`src/rtl/dmem_arb_pkg.sv`:
```
// Shared types and constants for the data-RAM port arbiter.
package dmem_arb_pkg;

   typedef enum logic [1:0] {
      CPU_PRI   = 2'd0,
      FORCE     = 2'd1,
      LDR_BURST = 2'd2
   } arb_state_t;

   localparam logic OWN_CPU = 1'b0;
   localparam logic OWN_LDR = 1'b1;

   localparam int BURST_MAX = 16;
   localparam int WAIT_W    = 4;
   localparam int BURST_W   = 5;

endpackage

```
`src/rtl/dmem_read_return.sv`:
```
// Read-return path: tags each granted read and steers the
// one-cycle-late RAM data back to whoever issued it.
module dmem_read_return
   import dmem_arb_pkg::*;
#(
   parameter int DATA_W = 32
) (
   input  logic              clock,
   input  logic              reset,
   input  logic              rd_fire,
   input  logic              rd_owner,
   input  logic [DATA_W-1:0] ram_rdata,
   output logic [DATA_W-1:0] cpu_rdata,
   output logic              cpu_rvalid,
   output logic [DATA_W-1:0] ldr_rdata,
   output logic              ldr_rvalid
);

   logic              pend;
   logic              own;
   logic [DATA_W-1:0] cpu_hold;
   logic [DATA_W-1:0] ldr_hold;

   assign cpu_rvalid = pend & (own == OWN_CPU);
   assign ldr_rvalid = pend & (own == OWN_LDR);

   // The idle side keeps showing the last word it received.
   assign cpu_rdata = cpu_rvalid ? ram_rdata : cpu_hold;
   assign ldr_rdata = ldr_rvalid ? ram_rdata : ldr_hold;

   always_ff @(posedge clock) begin
      if (reset) begin
         pend     <= 1'b0;
         own      <= OWN_CPU;
         cpu_hold <= '0;
         ldr_hold <= '0;
      end else begin
         pend <= rd_fire;
         own  <= rd_owner;
         if (cpu_rvalid) cpu_hold <= ram_rdata;
         if (ldr_rvalid) ldr_hold <= ram_rdata;
      end
   end

endmodule

```
`src/rtl/dmem_port_arbiter.sv`:
```
// Shares the single-port data RAM between the CPU MEM stage
// and the loader/DMA master, one access per cycle.
module dmem_port_arbiter
   import dmem_arb_pkg::*;
#(
   parameter int ADDR_W   = 8,
   parameter int DATA_W   = 32,
   parameter int MAX_WAIT = 4
) (
   input  logic              clock,
   input  logic              reset,
   input  logic              cpu_req,
   input  logic              cpu_we,
   input  logic [ADDR_W-1:0] cpu_addr,
   input  logic [DATA_W-1:0] cpu_wdata,
   output logic              cpu_stall,
   output logic [DATA_W-1:0] cpu_rdata,
   output logic              cpu_rvalid,
   input  logic              ldr_req,
   input  logic              ldr_lock,
   input  logic              ldr_we,
   input  logic [ADDR_W-1:0] ldr_addr,
   input  logic [DATA_W-1:0] ldr_wdata,
   output logic              ldr_gnt,
   output logic [DATA_W-1:0] ldr_rdata,
   output logic              ldr_rvalid,
   output logic              ram_en,
   output logic              ram_we,
   output logic [ADDR_W-1:0] ram_addr,
   output logic [DATA_W-1:0] ram_wdata,
   input  logic [DATA_W-1:0] ram_rdata
);

   arb_state_t         state;
   arb_state_t         arb_state;
   logic [WAIT_W-1:0]  wait_cnt;
   logic [WAIT_W-1:0]  wait_inc;
   logic [BURST_W-1:0] burst_cnt;
   logic               cpu_gnt;
   logic               ldr_denied;
   logic               burst_last;

   // Reset arbitrates as CPU_PRI even before the register settles.
   assign arb_state = reset ? CPU_PRI : state;

   always_comb begin
      cpu_gnt = 1'b0;
      ldr_gnt = 1'b0;
      unique case (arb_state)
         FORCE: begin
            ldr_gnt = ldr_req;
         end
         LDR_BURST: begin
            ldr_gnt = ldr_req & (ldr_lock | ~cpu_req);
            cpu_gnt = cpu_req & ~(ldr_req & ldr_lock);
         end
         default: begin
            cpu_gnt = cpu_req;
            ldr_gnt = ldr_req & ~cpu_req;
         end
      endcase
   end

   assign cpu_stall  = cpu_req & ~cpu_gnt;
   assign ram_en     = (cpu_gnt | ldr_gnt) & ~reset;
   assign ram_we     = ram_en & (ldr_gnt ? ldr_we : cpu_we);
   assign ram_addr   = ldr_gnt ? ldr_addr : cpu_addr;
   assign ram_wdata  = ldr_gnt ? ldr_wdata : cpu_wdata;

   assign ldr_denied = ldr_req & ~ldr_gnt;
   assign wait_inc   = (wait_cnt == '1) ? wait_cnt
                                        : wait_cnt + 1'b1;
   assign burst_last = (burst_cnt == BURST_W'(BURST_MAX - 1));

   always_ff @(posedge clock) begin
      if (reset) begin
         state     <= CPU_PRI;
         wait_cnt  <= '0;
         burst_cnt <= '0;
      end else begin
         wait_cnt <= ldr_denied ? wait_inc : '0;
         unique case (state)
            CPU_PRI: begin
               if (ldr_gnt && ldr_lock) begin
                  state     <= LDR_BURST;
                  burst_cnt <= BURST_W'(1);
               end else if (ldr_denied &&
                            wait_inc >= WAIT_W'(MAX_WAIT)) begin
                  state <= FORCE;
               end
            end
            FORCE: begin
               if (ldr_gnt && ldr_lock) begin
                  state     <= LDR_BURST;
                  burst_cnt <= BURST_W'(1);
               end else begin
                  state     <= CPU_PRI;
                  burst_cnt <= '0;
               end
            end
            LDR_BURST: begin
               // The grant that reaches the cap is the burst's last.
               if (ldr_req && ldr_lock && !burst_last) begin
                  burst_cnt <= burst_cnt + 1'b1;
               end else begin
                  state     <= CPU_PRI;
                  burst_cnt <= '0;
               end
            end
            default: begin
               state     <= CPU_PRI;
               burst_cnt <= '0;
            end
         endcase
      end
   end

   dmem_read_return #(
      .DATA_W(DATA_W)
   ) u_ret (
      .clock     (clock),
      .reset     (reset),
      .rd_fire   (ram_en & ~ram_we),
      .rd_owner  (ldr_gnt ? OWN_LDR : OWN_CPU),
      .ram_rdata (ram_rdata),
      .cpu_rdata (cpu_rdata),
      .cpu_rvalid(cpu_rvalid),
      .ldr_rdata (ldr_rdata),
      .ldr_rvalid(ldr_rvalid)
   );

endmodule

```
`config.mk`:
```
export PLATFORM = sky130hd
export DESIGN_NAME = dmem_port_arbiter
export DESIGN_NICKNAME = d
export VERILOG_FILES = /design/src/rtl/dmem_arb_pkg.sv /design/src/rtl/dmem_read_return.sv /design/src/rtl/dmem_port_arbiter.sv
export SDC_FILE = /design/constraint.sdc
export NUM_CORES = 1
export LEC_CHECK = 0
export CAP_MARGIN = 40
export CORE_MARGIN = 2
export CORE_UTILIZATION = 40
export DETAILED_ROUTE_END_ITERATION = 6
export PLACE_DENSITY_LB_ADDON = 0.2
export SYNTH_ARGS = -nofsm -noshare
export SYNTH_HDL_FRONTEND = slang
export SYNTH_SLANG_ARGS = --single-unit
```
`constraint.sdc`:
```
create_clock -name clock -period 4.5 [get_ports clock]
set_input_delay 0.9 -clock clock [delete_from_list [all_inputs] [get_ports clock]]
set_output_delay 0.9 -clock clock [all_outputs]
set_load 0.02 [all_outputs]
```
Word-level counts from Yosys, hierarchy flattened:

Index checks and enable logic that the tools add are counted.

* bitwise logic cells: 21
* divide/modulo/power cells: 0
* reductions and logical operators: 8
* $mul: 0
* add/sub/neg operators: 2
* order comparisons: 1
* shifts and indexed selects: 0
* equality and inequality tests: 9
* mux-type cells: 19

Operators by type and width (count)
* $mux W32: 3
* $pmux W5 S3: 1
* $and A1 B1 Y1: 11
* $mux W2: 5
* $mux W5: 2
* $mux W8: 1
* $not A1 Y1: 8
* $pmux W2 S3: 1
* $add A5 B1 Y5 const B: 1
* $eq A5 B4 Y1 const B: 1
* $add A4 B1 Y4 const B: 1
* $eq A2 B1 Y1 const B: 2
* $eq A2 B2 Y1 const B: 2
* $eq A4 B4 Y1 const B: 1
* $ge A4 B3 Y1 const B: 1
* $logic_and A1 B1 Y1: 4
* $mux W4: 1
* $ne A2 B2 Y1 const B: 2
* $pmux W1 S2: 2
* $mux W1: 3
* $ne A3 B3 Y1 const B: 1
* $logic_not A2 Y1: 1
* $or A1 B1 Y1: 2
* $reduce_and A2 Y1: 1
* 2 further kinds: 2

* bits in latches: 0
* bits in read-only memories: 0
* word-level logic and storage cells: 67
* bits in registers: 77
* bits in writable memories: 0
* memories kept: 0
* input bits: 119
* output and inout port bits: 110

Depth between registers and ports, before layout:

Gate-level depths: netlist of run 1.

* word-level depth: 10
* gate-level depth with buffers: 8
* depth with buffers taken out: 7

Modules after synthesis:

Synthesis of run 1 repeated with hierarchy kept, for this count alone.

* cells, all modules: 440
* area total of the unflattened synthesis: 4728.3 sq um

By module, submodules not included
* dmem_read_return: area each 3592.2 sq um, times used 1, cells an instance 318, sequential area each 1321.3 sq um
* dmem_port_arbiter: area each 1136.1 sq um, times used 1, cells an instance 122, sequential area each 220.2 sq um

Worst setup path before layout of run 1:

OpenSTA, ideal clock, no wires.

* path kind: input to output
* start: in reset
* end: out ram_addr[0]
* data required time: 3.600 ns
* stages on the path: 8
* path slack: 1.044 ns
* data arrival time: 2.556 ns
* path through: clkbuf_1 nor2b_1 inv_1 ha_1 and2_1 o21ai_2 buf_2 mux2_2

* longest elaborated chain between the ends: 4
* elaborated cells on any way between the ends: 5
* classes of those cells: eq/ne (2); mux (3)

RTL lines
* from (decl): RTL line dmem_port_arbiter.sv:11 `input logic reset,`
* $mux W2 (*): RTL line dmem_port_arbiter.sv:44 `assign arb_state = reset ? CPU_PRI : state;`
* $eq A2 B2 Y1 or $eq A2 B1 Y1 (tied branches): RTL line dmem_port_arbiter.sv:49 `unique case (arb_state)`
* $pmux W1 S2 (*): RTL line dmem_port_arbiter.sv:49
* $mux W8 (*): RTL line dmem_port_arbiter.sv:67 `assign ram_addr = ldr_gnt ? ldr_addr : cpu_addr;`
* to (decl): RTL line dmem_port_arbiter.sv:29 `output logic [ADDR_W-1:0] ram_addr,`

Mark *: on every way between the ends. The rest lies on a longest branch, timed or not.

Worst setup path after layout of run 1:

* start: in reset
* end: out ram_addr[7]

Same word-level chain as after synthesis.

==> results of run 1 <==
==> flip-flops by register name, indices dropped and copies added (netlist names) <==
signal / flops
u_ret.pend: 1
u_ret.cpu_hold: 32
wait_cnt: 4
u_ret.ldr_hold: 32
u_ret.own: 1
burst_cnt: 5
state: 2
==> area by class of cell <==
type,instances,share of cell area (%)
multi-input combinational,232,32.38
clock inverter,5,0.9560
inverter,9,0.5377
sequential,77,24.54
clock buffer,11,2.251
tap,111,2.211
timing repair buffer,232,37.12
==> per-layer routing <==
layer | vias to the layer above | GRT usage [%]
met5 | - | 0
met4 | 0 | 7.165
met3 | 13 | 7.939
met2 | 137 | 39.97
met1 | 1546 | 20.85
li1 | 1595 | -
==> synth_stat cells, drive strengths merged, types with 2 or more instances <==
cell and n:
o21ai 2, clkbuf 8, a22oi 2, a211oi 2
nand2 7, nor2 10, mux2i 2, nand3 4
nor3 2, dfxtp 77, nand2b 4, buf 11
and2 4, inv 9, nor2b 67, a21oi 6
mux2 104, ha 5
==> through the flow <==
| step | instances | setup slack, ps | instance area, sq um |
|---|---|---|---|
| after floorplan | 337 | 1044 | 3686 |
| after CTS | 677 | 538.7 | 6282 |
| after global routing | 677 | 406.0 | 6282 |
| after global placement | 661 | 600.8 | 6081 |
| final | 677 | 549.8 | 6282 |
| after detailed placement | 661 | 553.1 | 6081 |
==> logic make-up (layout without fill, tap and decap cells) <==
| logic type | count (synthesis) | after routing |
|---|---|---|
| xor gates and xnor gates | 1 | 1 |
| buffers and inverters | 28 | 257 |
| muxes | 106 | 106 |
| AOI/OAI and AO/OA | 17 | 17 |
| adders and majority gates | 5 | 5 |
| and+or+nand+nor | 103 | 103 |
| DFF | 77 | 77 |
==> final timing paths <==
check                     from           end  slack (ps)  cells after the start
setup / recovery         reset   ram_addr[7]         550                      9
hold / removal    burst_cnt[2]  burst_cnt[2]         500                      1
setup reg to reg      state[0]      state[1]        2260                      7
hold reg to reg   burst_cnt[2]  burst_cnt[2]         500                      1
==> power breakdown <==
part           total [mW]  switching (mW)  internal (mW)  leakage (nW)
sequential          0.703         0.00471          0.698         0.624
clock               0.522           0.249          0.272        0.0995
combinational       0.422           0.173          0.249          1.80
total                1.65           0.427           1.22          2.52
==> layout by cell type, fill, tap and decap left out, types with 2 or more instances in the layout <==
cell and count:
mux2i_1 2, ha_1 5, inv_1 9, clkdlybuf4s50_1 227
nor2b_1 67, nand2_1 7, nor3_1 2, buf_4 2
a22oi_1 2, nand2b_1 4, and2_1 4, nand3_1 4
a21oi_1 5, clkinv_4 2, mux2_1 10, buf_12 2
dfxtp_1 77, mux2_2 94, clkbuf_8 10, nor2_1 10
==> flow_summary.yaml, run 1 <==
sta:
  fmax_mhz: 253.1
  maxSlewHeadroom_pct: 45.01
  finalCritPeriodShare_pct: 87.78
  slew_viol_final: 0
  tns_ps: 0
  rsz0062_at_grt: "no"
  max_slew.worst_pin.slew_ps: 824.9
  period_needed_ps: 3950
  fin_hold_ws_ps: 497.2
  fin_skew_ps: 9.504
  setup_violations: 0
  hold_viol_final: 0
cts:
  clkSinkCount: 77
  clkTransAtPathRegs_ps: 70
  cts_htree_levels: 3
  hold_buffers: 0
  numCtsBuffers: 9
  clock_latency_ps: 350
  cts_tree: "built"
  root_buffer: "clkbuf_8"
  cts_buffer_depth: 2
  ctsResizeCount: 0
  post_cts_buffers: 0
route:
  vias: 3291
  wl_met3_um: 992
  top_layer: "met4"
  met2_length_um: 5676
  drt_iter0_markers: 96
  via_per_inst: 4.861
  wire_per_inst_um: 15.78
  wirelength_um: 10690
  drc: 0
  ant_nets: 0
  first_pass_iters: 4
  met1_length_um: 3845
setup_path:
  required_ps: 3600
  crit_type: "primary input to output port"
  cpPeakStageDelay_ps: 560
  start_kind: "primary input"
  cp_top_family: "buffers and inverters"
  crit_fanout: 43
  path_cells: "buf_2 > nor2b_1 > inv_1 > ha_1 > and2_1 > o21ai_4 > buf_12 > mux2_2 > clkdlybuf4s50_1"
  endpoint_kind: "output port"
  crit_buf_inv: 4
  slowest_stage: "clkdlybuf4s50_1"
  arrival_ps: 3050
layout:
  final_util_pct: 68.97
  drive_above_1_share_pct: 21.38
  areaGrowthSynthToFinish_pct: 70.43
  final.fill_count: 740
  regArea_sq_um: 1541
  multi_input_area_sq_um: 2034
  n_antenna_cell: 0
  finalNetCount: 685
floorplan:
  die_y_um: 100.0
  pin_count: 229
  fp.coreArea_sq_um: 9109
  core.rowCount: 35
  dieArea_sq_um: 9999
  die_w_um: 100.0
  initial_utilization_pct: 40.47
pwr:
  power_mw: 1.646
  p_leak_nw: 2.520
  ir_drop_mv: 0.1401
  pwr_density_cell_nw_per_um2: 262.1
yosys:
  synth-xor-area-share_pct: 0.2376
  ys.flop_type: "dfxtp_1"
  ys_ff_latch: 77
  muxShareOfSynthArea_pct: 32.32
  synth_top_family_by_area: "multiplexers"
  synthSimpleGateAreaFrac_pct: 16.97
  synth_area_leaders: "dfxtp_1 42%, mux2_2 29%, nor2b_1 11%"
  synth_area_per_cell_sq_um: 10.94
  ys_warn_count: 0
  synthAdderAreaFrac_pct: 1.697
  seq_area_frac_synth_pct: 41.82
  syn_area_sq_um: 3686
  synth-async-reset-ratio_pct: 0
  yosys.cell_types.count: 34
  syn_nets: 461
  syn-instance-count: 337
  synth_area_leader_cell: "dfxtp_1"
  synth_compound_area_share_pct: 3.768
  synth_edf_count: 0
  synth_top_area_share_pct: 41.82
min_path:
  hp-class: "flip-flop to flip-flop"
global_routing:
  grt_antenna_before_repair: 0
  grt_usage_pct: 21.03
  grt_pass1_wl_um: 16530
  grt_start_max_net_pins: 74
  grt_remaining_overflow: 0
  grt_pass1_vias: 3491
place:
  portBuffers: 228
  gp_congestion: 0.8301
  dp_hpwl_um: 8347
outcome:
  outcome: "completed"
run:
  maxCapViolCount: 0
Power figures use the tool's default switching activity.
==> run 2: changes to the inputs <==
Settings changed: RECOVER_POWER set to 100.
==> flow_summary.yaml, run 2 (synthesis gave the netlist of run 1 again) <==
global_routing:
  grt_start_max_net_pins: 74
  grt_remaining_overflow: 0
  grt_pass1_vias: 3491
  grt_pass1_wl_um: 16530
  grt_antenna_before_repair: 0
  grt_usage_pct: 21.03
cts:
  clock_latency_ps: 350
  root_buffer: "clkbuf_8"
  post_cts_buffers: 0
  cts_buffer_depth: 2
  numCtsBuffers: 9
  hold_buffers: 0
  clkSinkCount: 77
  cts_tree: "built"
  clkTransAtPathRegs_ps: 70
  cts_htree_levels: 3
  ctsResizeCount: 0
route:
  drt_iter0_markers: 96
  drc: 0
  vias: 3284
  wirelength_um: 10660
  via_per_inst: 4.851
  first_pass_iters: 4
  wire_per_inst_um: 15.75
  ant_nets: 0
setup_path:
  startpoint: "reset"
  crit_type: "primary input to output port"
  crit_fanout: 43
  required_ps: 3600
  arrival_ps: 3210
  start_kind: "primary input"
  reg2reg_to: "burst_cnt[2]"
  r2r_start: "burst_cnt[0]"
  rr_worst_depth: 6
  cp-endpoint: "ram_addr[7]"
  ff2ff_setup_slack_ps: 1860
  endpoint_kind: "output port"
place:
  gp_congestion: 0.8301
  dp_hpwl_um: 8347
  portBuffers: 228
run:
  maxCapViolCount: 0
outcome:
  outcome: "completed"
layout:
  n_antenna_cell: 0
  final_common_cell: "clkdlybuf4s50_1"
  layout_common_cells: "158 x clkdlybuf4s50_1, 87 x mux2_2, 77 x dfxtp_1"
  final.fill_count: 741
  areaGrowthSynthToFinish_pct: 69.59
  final_util_pct: 68.63
  finalNetCount: 685
  drive_above_1_share_pct: 19.43
  top_regs: "u_ret.cpu_hold (32), u_ret.ldr_hold (32), burst_cnt (5)"
sta:
  fin_hold_ws_ps: 496.7
  hold_viol_final: 0
  finalCritPeriodShare_pct: 91.33
  period_needed_ps: 4110
  setup_violations: 0
  fmax_mhz: 243.3
  max_slew.worst_pin.slew_ps: 1420
  rsz0062_at_grt: "no"
  maxSlewHeadroom_pct: 4.013
  slew_viol_final: 0
  tns_ps: 0
  fin_skew_ps: 9.819
floorplan:
  die_y_um: 100.0
  die_w_um: 100.0
  dieArea_sq_um: 9999
  fp.coreArea_sq_um: 9109
  pin_count: 229
  initial_utilization_pct: 40.47
  core.rowCount: 35
min_path:
  hold_start: "burst_cnt[2]"
  hp-class: "flip-flop to flip-flop"
pwr:
  p_leak_nw: 2.725
  ir_drop_mv: 0.1394
  pwr_density_cell_nw_per_um2: 260.9
==> run 2: changes by cell type in the layout (fill, tap and decap cells not counted), sizes merged <==
cell	delta
clkbuf	+1
dlygate4sd3	+69
clkdlybuf4s50	-69
buf	-1
==> run 2: layout make-up <==
class	instances	area (sq um)	share of cell area [%]
clock buffers	11	141.4	2.262
clock inverters	5	60.06	0.9608
inverters	9	33.78	0.5404
multi-input cells	232	2004	32.07
flip-flops and latches	77	1541	24.66
well taps	111	138.9	2.222
repair buffers	232	2331	37.29
==> run 2: critical path, stage by stage <==
cell             delay, ps
clkbuf_1               100
nor2b_1                190
inv_1                   60
ha_1                   240
and2_0                 190
o21ai_0                290
buf_12                 280
mux2_2                 380
clkdlybuf4s50_1        560
==> run 2: routing by layer <==
layer	track usage [%]	vias to the layer above	routed length [um]
met5	0	-	0
met3	7.939	12	988
met2	39.97	129	5666
met1	20.85	1549	3844
met4	7.165	0	163
li1	-	1594	-
==> run 2: worst min path at each step <==
stage | to | slack [ps] | depth (start not counted)
after floorplan | burst_cnt[4] | 470 | 2
after global placement | burst_cnt[4] | 480 | 2
after detailed placement | burst_cnt[2] | 490 | 1
after CTS | burst_cnt[2] | 500 | 1
after global routing | burst_cnt[4] | 530 | 2
final | burst_cnt[2] | 500 | 1
==> run 2: stage by stage <==
stage	std cells	setup WS (ps)	area (sq um)	total power [mW]
2_1_floorplan	337	1044	3686	0.9027
3_3_place_gp	661	600.8	6081	1.137
3_5_place_dp	661	553.1	6081	1.142
4_1_cts	677	538.7	6282	1.663
5_1_grt	677	231.6	6251	1.701
6_report	677	390.1	6251	1.631
==> run 2: where the power goes <==
group | leakage, nW | switching (mW) | internal [mW]
clock | 0.0995 | 0.248 | 0.272
combinational | 2.00 | 0.170 | 0.237
sequential | 0.624 | 0.00472 | 0.698
total | 2.72 | 0.423 | 1.21
